--- config.mk ---
export PLATFORM = sky130hd
export DESIGN_NAME = pc_sequencer
export DESIGN_NICKNAME = d
export VERILOG_FILES = /design/src/rtl/pc_sequencer.sv
export SDC_FILE = /design/constraint.sdc
export NUM_CORES = 1
export LEC_CHECK = 0
export ABC_AREA = 1
export ABC_CLOCK_PERIOD_IN_PS = 2400
export BUFFER_PORTS_ARGS = -buffer_cell sky130_fd_sc_hd__buf_2
export CAP_MARGIN = 25
export CORE_UTILIZATION = 30
export CTS_BUF_LIST = sky130_fd_sc_hd__clkbuf_8
export CTS_CLUSTER_DIAMETER = 30
export DETAILED_ROUTE_END_ITERATION = 8
export MAX_ROUTING_LAYER = met4
export SLEW_MARGIN = 0
export SYNTH_ARGS = -nofsm -noshare
export SYNTH_HDL_FRONTEND = slang
export SYNTH_SLANG_ARGS = --single-unit
--- constraint.sdc ---
create_clock -name Clock -period 2.4 [get_ports Clock]
set_clock_uncertainty 0.1 [all_clocks]
set_input_delay 0.48 -clock Clock [delete_from_list [all_inputs] [get_ports Clock]]
set_output_delay 0.48 -clock Clock [all_outputs]
set_load 0.02 [all_outputs]
--- src/rtl/pc_sequencer.sv ---
// Fetch-stage program counter with jump, PC-relative branch and call/return via a LIFO
// return-address stack. Define PC_STACK_ERR_EN to add the sticky Err overflow/underflow flag.
module pc_sequencer #(
   parameter int unsigned   W         = 5,
   parameter int unsigned   DEPTH     = 4,
   parameter logic [W-1:0]  RESET_VEC = '0
) (
   input  logic                         Clock,
   input  logic                         Clear,
   input  logic                         Up,
   input  logic                         Jump,
   input  logic                         Branch,
   input  logic                         Call,
   input  logic                         Ret,
   input  logic [W-1:0]                 Target,
   input  logic [W-1:0]                 Offset,
   output logic [W-1:0]                 O,
   output logic [$clog2(DEPTH+1)-1:0]   Level,
   output logic                         StackFull,
   output logic                         StackEmpty
`ifdef PC_STACK_ERR_EN
   ,
   output logic                         Err
`endif
);

   localparam int unsigned LW = $clog2(DEPTH + 1);
   localparam int unsigned IW = (DEPTH > 1) ? $clog2(DEPTH) : 1;

   typedef enum logic [2:0] {
      OP_HOLD,
      OP_UP,
      OP_BRANCH,
      OP_JUMP,
      OP_CALL,
      OP_RET
   } op_e;

   op_e            op;
   logic [W-1:0]   stack [DEPTH];
   logic [W-1:0]   next_o;
   logic [W-1:0]   o_inc;
   logic [LW-1:0]  next_level;
   logic [IW-1:0]  push_idx;
   logic [IW-1:0]  pop_idx;
   logic           push;

   assign StackFull  = (Level == LW'(DEPTH));
   assign StackEmpty = (Level == '0);
   assign o_inc      = O + W'(1);
   // Level < DEPTH whenever a push happens, so truncating to the RAM index is safe.
   assign push_idx   = IW'(Level);
   assign pop_idx    = IW'(Level - LW'(1));

   always_comb begin
      op = OP_HOLD;
      if (Ret)
         op = OP_RET;
      else if (Call)
         op = OP_CALL;
      else if (Jump)
         op = OP_JUMP;
      else if (Branch)
         op = OP_BRANCH;
      else if (Up)
         op = OP_UP;
   end

   always_comb begin
      next_o     = O;
      next_level = Level;
      push       = 1'b0;
      case (op)
         OP_UP:     next_o = o_inc;
         OP_BRANCH: next_o = O + Offset;
         OP_JUMP:   next_o = Target;
         OP_CALL: begin
            next_o = Target;
            if (!StackFull) begin
               push       = 1'b1;
               next_level = Level + LW'(1);
            end
         end
         OP_RET: begin
            if (!StackEmpty) begin
               next_o     = stack[pop_idx];
               next_level = Level - LW'(1);
            end else begin
               next_o = o_inc;
            end
         end
         default: ;
      endcase
   end

   always_ff @(posedge Clock) begin
      if (Clear) begin
         O     <= RESET_VEC;
         Level <= '0;
      end else begin
         O     <= next_o;
         Level <= next_level;
      end
   end

   // Stack RAM carries no reset; only Level qualifies its contents.
   always_ff @(posedge Clock) begin
      if (!Clear && push)
         stack[push_idx] <= o_inc;
   end

`ifdef PC_STACK_ERR_EN
   logic err_set;

   assign err_set = ((op == OP_CALL) && StackFull) || ((op == OP_RET) && StackEmpty);

   always_ff @(posedge Clock) begin
      if (Clear)
         Err <= 1'b0;
      else if (err_set)
         Err <= 1'b1;
   end
`endif

endmodule

## Yosys cells after proc, flatten, opt, wreduce, memory -nomap -nowiden

Memories as Yosys holds them, arrays and structs flattened.
Index checks and enable logic that the tools add are counted.
Widths: inputs -> output; s select.

- Register bits: 8
- Output and inout bits: 10
- Input port bits: 17
- Memory bits (writable): 20
- Memories kept: 1
- Word-level logic and storage cells: 36

- Reduce and logical (&&, ||, !) cells: 7
- Mux-type cells: 14
- $add $sub $neg: 4
- Equal/unequal tests: 8

Memory list:

| memory | depth | bits a word | read ports | clocked after Yosys merged registers in | wr ports | RTL line | RTL |
|---|---|---|---|---|---|---|---|
| stack | 4 | 5 | 1 | 0 | 1 | 40 | `logic [W-1:0] stack [DEPTH];` |

Operators by type and width:

| cell | count |
|---|---|
| $pmux 5 s4 | 1 |
| $mux 3 | 4 |
| $eq 3x3->1 const B | 3 |
| $eq 3x2->1 const B | 2 |
| $pmux 3 s2 | 1 |
| $add 5x1->5 const B | 1 |
| $add 5x5->5 | 1 |
| $mux 1 | 5 |
| $mux 5 | 1 |
| $mux 2 | 2 |
| $ne 2x2->1 const B | 2 |
| $reduce_bool 4->1 | 1 |
| $add 3x1->3 const B | 1 |
| $eq 3x1->1 const B | 1 |
| $logic_not 3->1 | 1 |
| $reduce_and 3->1 | 1 |
| $sub 3x1->3 const B | 1 |
| $reduce_bool 2->1 | 1 |
| $reduce_or 2->1 | 1 |
| $logic_and 1x1->1 | 1 |
| $logic_not 1->1 | 1 |

## Longest topological paths before layout

Gate-level depths: netlist (run 1).

- Depth after elaboration: 10
- Depth in mapped cells: 12
- Depth with buffers taken out: 11

## Worst setup path before layout (run 1)

No wires, ideal clock.

- Kind: reg2reg
- From: register Level[0]
- To: register O[3]
- Arrival time: 1.772 ns
- Stages on the path, launching flop included: 13
- Setup time: 0.070 ns
- Period minus slack after synthesis: 1.942 ns
- Setup slack: 0.458 ns
- Required time: 2.230 ns
- Cells stage by stage: dfxtp_1 -> inv_2 -> buf_2 -> ha_1 -> clkbuf_1 -> inv_1 -> nand3_1 -> nand3_1 -> nand2_1 -> inv_1 -> nand2_1 -> nand2_1 -> a21oi_1

- Word-level cells in the longest chain between the ends: 4

Ends and longest elaborated chain:

| what | RTL line | RTL |
|---|---|---|
| start: declaration | 18 | `output logic [$clog2(DEPTH+1)-1:0] Level,` |
| start signal: assignment | 102 | `Level <= next_level;` |
| $sub 3x1->3 | n/a |  |
| $mem_v2 4x5 | n/a |  |
| $mux 5 (*) | 85 | `if (!StackEmpty) begin` |
| $pmux 5 s4 (*) | 73 | `case (op)` |
| end signal: assignment | 101 | `O <= next_o;` |
| end: declaration | 17 | `output logic [W-1:0] O,` |

Every way passes the cells marked *; elsewhere a longest branch is shown, timed or not.
A chain may end at the register's enable or synchronous reset.

## Worst setup path in the final report (run 1)

- From: register Level[0]
- To: output port StackEmpty

- Word-level cells in the longest chain between the ends: 1

Ends and longest elaborated chain:

| what | RTL line | RTL |
|---|---|---|
| $logic_not 3->1 | 49 | `assign StackEmpty = (Level == '0);` |
| end: declaration | 20 | `output logic StackEmpty` |

No other way between the ends.

==> results of run 1 <==
==> per-layer routing <==
metal | part of all wire [%] | track usage (%)
met1 | 47 | 17.4
met2 | 47 | 21.9
met4 | 0.94 | 4.32
met5 | 0 | -
met3 | 4.3 | 1.59
==> worst paths after layout <==
path,from,end,slack (ns)
worst max-delay path,Level[0],StackEmpty,0.37
worst min-delay path,Clear,O[0],0.33
worst max register to register,Level[0],stack[1][3],0.53
worst min register to register,O[1],O[1],0.47
==> through the flow <==
step | power, mW | hold slack [ns] | instances | cell area (um2) | utilization, %
after floorplan | 0.937 | 0.449 | 193 | 1620 | -
after global placement | 1.08 | 0.450 | 288 | 1840 | 35.6
after detailed placement | 1.08 | 0.465 | 288 | 1840 | 35.6
after CTS | 1.45 | 0.332 | 292 | 1910 | 37.0
after global routing | 1.53 | 0.327 | 292 | 1910 | 37.0
final | 1.43 | 0.334 | 292 | 1910 | 37.0
==> flip-flops by register name (all words and copies together), names as in the netlist <==
register and count:
stack 20, O 5, Level 3
==> worst reg2reg max path, delay by kind of cell, from the launching register on <==
kind,cells,cell delay [ns]
flops,1,0.35
buf+inv,1,0.12
fa+ha+maj,1,0.25
simple gates,3,0.70
==> cells in the mapped netlist <==
master and count:
o21ai_2 1, a21oi_1 11, xor2_1 2, o21ai_1 6
nand4_1 2, fa_1 1, inv_1 22, a21o_1 1
or2_2 1, xnor2_1 3, nor2_4 3, nand3b_1 4
nand3_2 1, edfxtp_1 20, nor2_1 15, dfxtp_1 8
buf_2 2, clkinv_1 1, clkbuf_1 1, nand3_1 24
inv_2 4, ha_1 10, nand2_1 50
==> kinds of logic (layout without fill, tap and decap cells) <==
logic type / Yosys count / in the layout / synth area share, %
flip-flops: 28 / 28 / 46.9
buffers and inverters: 30 / 59 / 7.09
adder cells (fa/ha/maj): 11 / 11 / 8.94
AND/OR/NAND/NOR: 100 / 100 / 28.1
XOR/XNOR: 5 / 5 / 2.70
AO/OA/AOI/OAI: 19 / 19 / 6.25
==> area by class of cell <==
| class | count | area [um2] | share of cell area, % |
|---|---|---|---|
| tap | 70 | 87.6 | 4.58 |
| multi-input combinational | 135 | 747 | 39.0 |
| clock buffer | 3 | 41.3 | 2.16 |
| sequential | 28 | 761 | 39.8 |
| clock inverter | 1 | 30.0 | 1.57 |
| timing repair buffer | 28 | 145 | 7.59 |
| inverter | 27 | 101 | 5.30 |
==> cells in the final DEF (no fill, tap or decap), drive strengths merged <==
cell type,n
nand2,50
inv,26
ha,10
fa,1
clkinv,1
nand3,25
clkbuf,3
bufinv,1
or2,1
buf,28
o21ai,7
xor2,2
nand4,2
edfxtp,20
dfxtp,8
a21o,1
xnor2,3
a21oi,11
nand3b,4
nor2,18
==> power breakdown <==
part           switching [mW]  total [mW]  internal, mW  leakage [nW]
logic                   0.299       0.463         0.165         0.589
registers              0.0322       0.602         0.570         0.249
clock network           0.146       0.369         0.223        0.0357
total                   0.476        1.43         0.958         0.874
==> out/qor.txt, run 1 <==
====================================================================================
PnR worst setup slack                                                       0.368 ns
DRC Markers                                                                        0
Length of the first detailed-routing pass in iterations                            4
Vias in the first global route                                                  1158
Nature of the critical path startpoint                                          flop
Buffer cell driving the clock tree root                                     clkbuf_8
Die area                                                                    5710 um2
Weighted congestion at the end of routability-driven global placement          0.782
Worst ir drop on vdd                                                      0.000275 V
CTS tree                                                                       built
Depth of the most critical reg-to-reg path                                         5
Relative max-transition margin                                                 66.0%
CP top delay family                                                     buffers and inverters
Leading cell types by total area after synthesis                        edfxtp_1 (37%), nand2_1 (12%), dfxtp_1 (9.9%)
Total nets after synthesis                                                       221
Post-synthesis instance area                                                1620 um2
Number of CTS-inserted buffers                                                     3
Port Buffer Count                                                                 26
Post-synthesis cell type with the largest combined area                     edfxtp_1
RSZ-0062 raised after global routing                                              no
Iter 0 DRT Violations                                                             75
Number of levels the H-tree was split into                                         1
Growth of design area from synthesis to finish                                 17.9%
Fraction of layout instances using a drive strength above 1                    18.9%
Highest clock frequency the design can meet                                0.492 GHz
Cells after synthesis                                                            193
Setup TNS after final layout                                                    0 ns
Total buffers and inverters traversed by the critical path                         3
Core box area                                                               5170 um2
Worst hold-check path type                                                 in -> reg
Number of hold buffers added after cts                                             0
Count of endpoints failing setup in the final report                               0
Cell Pwr Density                                                          750 nW/um2
Maximum fanout encountered on the critical timing path                            13
Final Slew Violations                                                              0
Cell-by-cell listing of the critical path                               inv_2 > ha_1 > inv_2 > nor2_4 > buf_2
Average cell area after synthesis                                           8.41 um2
Data arrival at the endpoint of the critical path                            1.45 ns
Antenna diodes                                                                     0
Final critical-path required period                                          2.03 ns
Cts repair resizes                                                                 0
Worst Path Class, Setup                                                   reg -> out
Number of fill cells in the layout                                               522
Post-synthesis cell type count                                                    23
Combined global-route utilization of all metal layers                          13.4%
Total overflow reported by the global router                                       0
Slowest CP cell                                                              dfxtp_1
Number of logic stages on the critical path including buffering                    5
Clock-pin transition on the worst setup and hold timing paths                0.09 ns
Max-cap violations                                                                 0
Endpoints failing hold                                                             0
Total via count in the routed design                                            1304
Share of the synthesized area in the top cell type                             37.0%
Post-CTS setup-driven buffer insertion count                                       0
DP Wirelength                                                                2.68 mm
Initial core utilization                                                       31.4%
Boundary Pins                                                                     27
Ys Warns                                                                           0
Detail-routed via count per cell                                                4.47
Run status                                                              complete, no violations
Post-layout nets                                                                 251
First-pass GRT wire length                                                   5.40 mm
Clock latency on the worst-skew pair                                         0.27 ns
Register bit count reported by yosys                                              28
Chip width                                                                   75.6 um
Required time at the endpoint of the critical path                           1.82 ns
Antenna-violating nets left                                                        0
Number of antenna violations at the first check in global routing                  0
Final period utilization                                                       84.6%
WHS Path Cells                                                                     2
Dominant cell type by count on the critical path                               inv_2
Maximum clock path buffer count                                                    2
Avg WL per Cell                                                              11.6 um
CTS sink count                                                                    28
Pin slew with the least headroom to its limit                               0.508 ns
Critical path capture point type                                        primary output
Pin count of the biggest net entering global routing                              17
Total leakage power                                                         0.874 nW
Chip height                                                                  75.6 um
Wire length after detailed routing                                           3.40 mm
Pre-CTS setup slack                                                         0.476 ns
Cell Rows                                                                         26
Share of the yosys chip area belonging to registers                            46.9%
Delay contributed by the slowest stage of the critical path                  0.33 ns
====================================================================================
No activity file was read; power rests on OpenSTA's default activity.
==> run 2, diff against run 1 <==
--- a/config.mk
+++ b/config.mk
@@ -6,7 +6,7 @@
 export NUM_CORES = 1
 export LEC_CHECK = 0
 export ABC_AREA = 1
-export ABC_CLOCK_PERIOD_IN_PS = 2400
+export ABC_CLOCK_PERIOD_IN_PS = 2000
 export BUFFER_PORTS_ARGS = -buffer_cell sky130_fd_sc_hd__buf_2
 export CAP_MARGIN = 25
 export CORE_UTILIZATION = 30
==> constraint.sdc (replaced) <==
create_clock -name Clock -period 2 [get_ports Clock]
set_clock_uncertainty 0.1 [all_clocks]
set_input_delay 0.4 -clock Clock [delete_from_list [all_inputs] [get_ports Clock]]
set_output_delay 0.4 -clock Clock [all_outputs]
set_load 0.02 [all_outputs]
==> run 2 against run 1 <==
  * Via count increased by 1.0%
  * Largest cell class unchanged
  * Non-clock buffer count increased by 6
  * Sequential cell count unchanged
  * Clock power decreased by 19%
  * Sequential power increased by 20%
  * Register-to-register slack got worse by 0.26 ns
  * Count of clock-buffer cells in the layout unchanged
  * Cell count increased by 2.1%
  * Combinational power increased by 24%
  * First-iteration DRC count decreased by 24%
  * Global-route usage decreased by 0.13 points
  * Hold slack got worse by 0.061 ns
==> out/qor.txt, run 2 (same netlist as run 1, synthesis figures left out) <==
====================================================================================
Port Buffer Count                                                                 26   unchanged
Number of antenna violations at the first check in global routing                  0   unchanged
Most frequent cells in the layout                                       nand2_1 (50), buf_2 (26), nand3_1 (24), inv_1 (23), edfxtp_1 (20)
Launching point of the worst reg2reg path                                   Level[1]
Worst hold slack after final layout                                         0.273 ns   -0.0611 ns
Combined global-route utilization of all metal layers                          13.3%   -0.13 points
Core box area                                                               5170 um2   unchanged
CTS tree                                                                       built
Depth of the most critical reg-to-reg path                                         9   +4
Initial core utilization                                                       31.4%   unchanged
Worst Setup EP                                                            StackEmpty
Worst Path Class, Setup                                                   reg -> out
Most common library cell in the layout ignoring fill and taps                nand2_1
Iter 0 DRT Violations                                                             57   -24%
First-pass GRT wire length                                                   5.45 mm   +1.0%
Highest clock frequency the design can meet                                0.534 GHz
Critical path capture point type                                        primary output
Final Slew Violations                                                              0   unchanged
Cell internal pwr                                                            1.03 mW   +8.0%
Worst Setup SP                                                              Level[1]
Cell Rows                                                                         26   unchanged
Length of the first detailed-routing pass in iterations                            4   unchanged
Chip height                                                                  75.6 um   unchanged
Nature of the critical path startpoint                                          flop
Top flop regs                                                           stack (20), O (5), Level (3)
Slack of the worst reg-to-reg path                                           0.27 ns   -0.26 ns
Most flops, register                                                           stack
Setup TNS after final layout                                                    0 ns   unchanged
Antenna-violating nets left                                                        0   unchanged
Run status                                                              complete, no violations
Power share of the clock group                                                 18.7%   -7.0 points
Worst ir drop on vdd                                                      0.000375 V   +37%
Wire length after detailed routing                                           3.44 mm   +1.3%
Post-CTS setup-driven buffer insertion count                                       0   unchanged
Cell Pwr Density                                                          827 nW/um2   +10%
Cts repair resizes                                                                 0   unchanged
Count of endpoints failing setup in the final report                               0   unchanged
Required time at the endpoint of the critical path                           1.50 ns   -0.32 ns
Final critical-path required period                                          1.87 ns
Clock latency on the worst-skew pair                                         0.26 ns   about the same
WHS Path Cells                                                                     2   unchanged
Part of the power in combinational logic                                       36.0%   +3.7 points
Number of hold buffers added after cts                                             0   unchanged
Growth of design area from synthesis to finish                                 19.0%
CTS sink count                                                                    28   unchanged
Pin count of the biggest net entering global routing                              16   -1
Final period utilization                                                       93.6%
Switching share of power                                                       35.3%   +2.1 points
Fraction of layout instances using a drive strength above 1                    20.6%   +1.7 points
DRC Markers                                                                        0   unchanged
Worst hold-check path type                                                 in -> reg
Proportion of power drawn by flip-flops and latches                            45.3%   +3.3 points
Weighted congestion at the end of routability-driven global placement          0.800   +2.2%
Maximum clock path buffer count                                                    2   unchanged
Buffer cell driving the clock tree root                                     clkbuf_8
Die area                                                                    5710 um2   unchanged
Endpoints failing hold                                                             0   unchanged
Clock-pin transition on the worst setup and hold timing paths                0.09 ns   about the same
Antenna diodes                                                                     0   unchanged
Max-cap violations                                                                 0   unchanged
Relative max-transition margin                                                 73.1%   +7.0 points
DP Wirelength                                                                2.71 mm   +1.2%
Total overflow reported by the global router                                       0   unchanged
Avg WL per Cell                                                              11.5 um   -0.72%
Net Sw Power                                                                0.563 mW   +18%
Vias in the first global route                                                  1187   +2.5%
Number of CTS-inserted buffers                                                     3   unchanged
RSZ-0062 raised after global routing                                              no
Flip-flop count of the largest register, all copies and words added               20   unchanged
Maximum fanout encountered on the critical timing path                             5   -8
Chip width                                                                   75.6 um   unchanged
Pin slew with the least headroom to its limit                               0.403 ns   -0.105 ns
Critical R2R Capture                                                            O[0]
Data arrival at the endpoint of the critical path                            1.37 ns   -0.08 ns
Detail-routed via count per cell                                                4.42   -1.0%
Number of levels the H-tree was split into                                         1   unchanged
Post-layout nets                                                                 257   +2.4%
Boundary Pins                                                                     27   unchanged
Total leakage power                                                         0.896 nW   +2.6%
Total via count in the routed design                                            1317   +1.0%
====================================================================================
run 2: changes by cell type in the layout (fill, tap and decap cells not counted), sizes merged:
| cell | before | now |
|---|---|---|
| buf | 28 | 34 |
| bufinv | 1 | 0 |
| inv | 26 | 27 |
run 2: power groups by stage:
| stage | combinational, mW | clock, mW | sequential [mW] |
|---|---|---|---|
| after detailed placement | 0.579 | 0 | 0.738 |
| after CTS | 0.581 | 0.303 | 0.724 |
| after global routing | 0.647 | 0.330 | 0.731 |
| after global placement | 0.573 | 0 | 0.737 |
| after floorplan | 0.353 | 0 | 0.771 |
| final | 0.575 | 0.299 | 0.724 |
run 2: per-layer routing:
layer	routed length, um	up-vias	global-route usage [%]
li1	-	704	-
met1	1750	588	17.4
met2	1590	23	22.2
met3	83	2	1.32
met4	17	0	3.09
met5	0	-	-
run 2: worst max-delay path, stage by stage (launching register included):
cell	delay (ns)
dfxtp_1	0.36
inv_1	0.11
ha_1	0.20
inv_2	0.06
nor2_4	0.17
buf_2	0.20
run 2: stage by stage:
step	cell area, um2	cells	utilization (%)	setup slack (ns)	power (mW)
after floorplan	1620	193	-	0.0579	1.12
after global placement	1890	294	36.5	0.158	1.31
after detailed placement	1890	294	36.5	0.139	1.32
after CTS	1930	298	37.3	0.120	1.61
after global routing	1930	298	37.3	0.0197	1.71
final	1930	298	37.3	0.128	1.60
run 2: worst min-delay path by stage:
stage | from | to | slack, ns
after floorplan | Clear | O[0] | 0.37
after global placement | O[1] | O[1] | 0.46
after detailed placement | O[1] | O[1] | 0.45
after CTS | Clear | O[1] | 0.27
after global routing | Clear | O[1] | 0.26
final | Clear | O[1] | 0.27
run 2: area by class of cell:
cell class	count	area [um2]
clock buffer	3	41.3
fill	527	3240
tap	70	87.6
clock inverter	1	3.75
sequential	28	761
multi-input combinational	135	747
inverter	27	101
timing repair buffer	34	190
==> run 3, diff against run 2 <==
--- a/config.mk
+++ b/config.mk
@@ -9,12 +9,14 @@
 export ABC_CLOCK_PERIOD_IN_PS = 2000
 export BUFFER_PORTS_ARGS = -buffer_cell sky130_fd_sc_hd__buf_2
 export CAP_MARGIN = 25
+export CELL_PAD_IN_SITES_DETAIL_PLACEMENT = 1
+export CELL_PAD_IN_SITES_GLOBAL_PLACEMENT = 2
 export CORE_UTILIZATION = 30
 export CTS_BUF_LIST = sky130_fd_sc_hd__clkbuf_8
 export CTS_CLUSTER_DIAMETER = 30
 export DETAILED_ROUTE_END_ITERATION = 8
 export MAX_ROUTING_LAYER = met4
-export SLEW_MARGIN = 0
+export PLACE_DENSITY_LB_ADDON = 0.1
 export SYNTH_ARGS = -nofsm -noshare
 export SYNTH_HDL_FRONTEND = slang
 export SYNTH_SLANG_ARGS = --single-unit
==> run 3 against run 2 <==
  * Non-clock buffer count increased by 1
  * Fmax decreased by 0.87%
  * Via count increased by 3.6%
  * Sequential cell count unchanged
  * Highest routed layer unchanged
==> out/qor.txt, run 3 (same netlist as run 1, synthesis figures left out) <==
====================================================================================
Most frequent cells in the layout                                       nand2_1 (50), buf_2 (26), nand3_1 (24), inv_1 (22), edfxtp_1 (20)
Boundary Pins                                                                     27   unchanged
Final period utilization                                                       94.4%   +0.82 points
Clock latency on the worst-skew pair                                         0.28 ns   +0.02 ns
First-pass GRT wire length                                                   6.78 mm   +24%
Most flops, register                                                           stack
Worst hold-check path type                                                 in -> reg
Final critical-path required period                                          1.89 ns   +0.0165 ns
Total overflow reported by the global router                                       0   unchanged
Relative max-transition margin                                                 74.3%   +1.3 points
Total leakage power                                                         0.909 nW   +1.4%
DRC Markers                                                                        0   unchanged
Pin slew with the least headroom to its limit                               0.384 ns   -0.0186 ns
Number of levels the H-tree was split into                                         1   unchanged
Cell Rows                                                                         26   unchanged
RSZ-0062 raised after global routing                                              no
Maximum fanout encountered on the critical timing path                             5   unchanged
Nature of the critical path startpoint                                          flop
Cts repair resizes                                                                 0   unchanged
Number of hold buffers added after cts                                             0   unchanged
Detail-routed via count per cell                                                4.57   +3.3%
Area used by multi-input combinational logic                                 749 um2   +0.34%
CTS sink count                                                                    28   unchanged
Post-CTS setup-driven buffer insertion count                                       0   unchanged
Count of endpoints failing setup in the final report                               0   unchanged
CTS tree                                                                       built
Chip width                                                                   75.6 um   unchanged
Chip height                                                                  75.6 um   unchanged
Final Slew Violations                                                              0   unchanged
Max-cap violations                                                                 0   unchanged
Run status                                                              complete, no violations
Initial core utilization                                                       31.4%   unchanged
Most common library cell in the layout ignoring fill and taps                nand2_1
Weighted congestion at the end of routability-driven global placement          0.736   -8.0%
Iter 0 DRT Violations                                                             31   -46%
Highest clock frequency the design can meet                                0.529 GHz   -0.87%
Clock-pin transition on the worst setup and hold timing paths                0.10 ns   about the same
Length of the first detailed-routing pass in iterations                            4   unchanged
Number of antenna violations at the first check in global routing                  0   unchanged
Pin count of the biggest net entering global routing                              17   +1
Data arrival at the endpoint of the critical path                            1.39 ns   +0.02 ns
Flip-flop and latch area                                                     761 um2   unchanged
Endpoints failing hold                                                             0   unchanged
Maximum clock path buffer count                                                    2   unchanged
Core box area                                                               5170 um2   unchanged
Vias in the first global route                                                  1379   +16%
Worst ir drop on vdd                                                      0.000280 V   -25%
Port Buffer Count                                                                 26   unchanged
DP Wirelength                                                                3.40 mm   +25%
Post-layout nets                                                                 258   +0.39%
Antenna-violating nets left                                                        0   unchanged
Wire length after detailed routing                                           4.14 mm   +20%
Critical path capture point type                                        primary output
Die area                                                                    5710 um2   unchanged
Worst Path Class, Setup                                                   reg -> out
Combined global-route utilization of all metal layers                          16.9%   +3.6 points
Fraction of layout instances using a drive strength above 1                    21.8%   +1.2 points
Buffer cell driving the clock tree root                                     clkbuf_8
Top flop regs                                                           stack (20), O (5), Level (3)
Pre-CTS setup slack                                                         0.120 ns   -0.0185 ns
Total via count in the routed design                                            1365   +3.6%
Number of fill cells in the layout                                               640   +21%
Required time at the endpoint of the critical path                           1.50 ns   about the same
Number of CTS-inserted buffers                                                     3   unchanged
Antenna diodes                                                                     0   unchanged
PnR worst setup slack                                                       0.111 ns   -0.0165 ns
Growth of design area from synthesis to finish                                 21.3%
Cell Pwr Density                                                          906 nW/um2   +9.5%
Setup TNS after final layout                                                    0 ns   unchanged
Avg WL per Cell                                                              13.8 um   +20%
Flip-flop count of the largest register, all copies and words added               20   unchanged
====================================================================================
## run 3: report_power, final
part	total, mW	internal (mW)	switching [mW]
clock network	0.457	0.268	0.189
registers	0.721	0.684	0.0369
logic	0.605	0.222	0.382
## run 3: metal layers
metal  wire, um  part of all wire, %  vias to the layer above  track usage [%]
li1           -                    -                      700                -
met1       1950                   47                      638             21.5
met2       2040                   49                       23             29.1
met3        112                  2.7                        4             1.59
met4         43                  1.0                        0             4.32
met5          0                    0                        -                -
## run 3: critical path, stage by stage, from the launching register on
cell and delay (ns):
dfxtp_1 0.36, inv_1 0.11, ha_2 0.21, inv_2 0.06, nor2_4 0.17, buf_2 0.20
## run 3: final timing paths
| kind | to | depth (start not counted) | from | slack, ns |
|---|---|---|---|---|
| max reg2reg | O[3] | 10 | Level[1] | 0.29 |
| min reg2reg | Level[2] | 2 | Level[2] | 0.49 |
| max | StackEmpty | 5 | Level[1] | 0.11 |
| min | O[0] | 2 | Clear | 0.24 |
## run 3: layout make-up
type	count	area share, %
flip-flops and latches	28	38.7
multi-input cells	135	38.1
inverters	27	5.15
clock inverters	1	1.53
repair buffers	35	10.0
well taps	70	4.45
clock buffers	3	2.10
## run 3: per-stage QoR
stage                     util, %  hold slack (ns)  instances  power (mW)  cell area, um2
after floorplan                 -            0.369        193        1.12            1620
after global placement       36.6            0.452        295        1.33            1890
after detailed placement     36.6            0.483        295        1.35            1890
after CTS                    38.0            0.236        299        1.81            1970
after global routing         38.1            0.232        299        1.90            1970
final                        38.1            0.239        299        1.78            1970
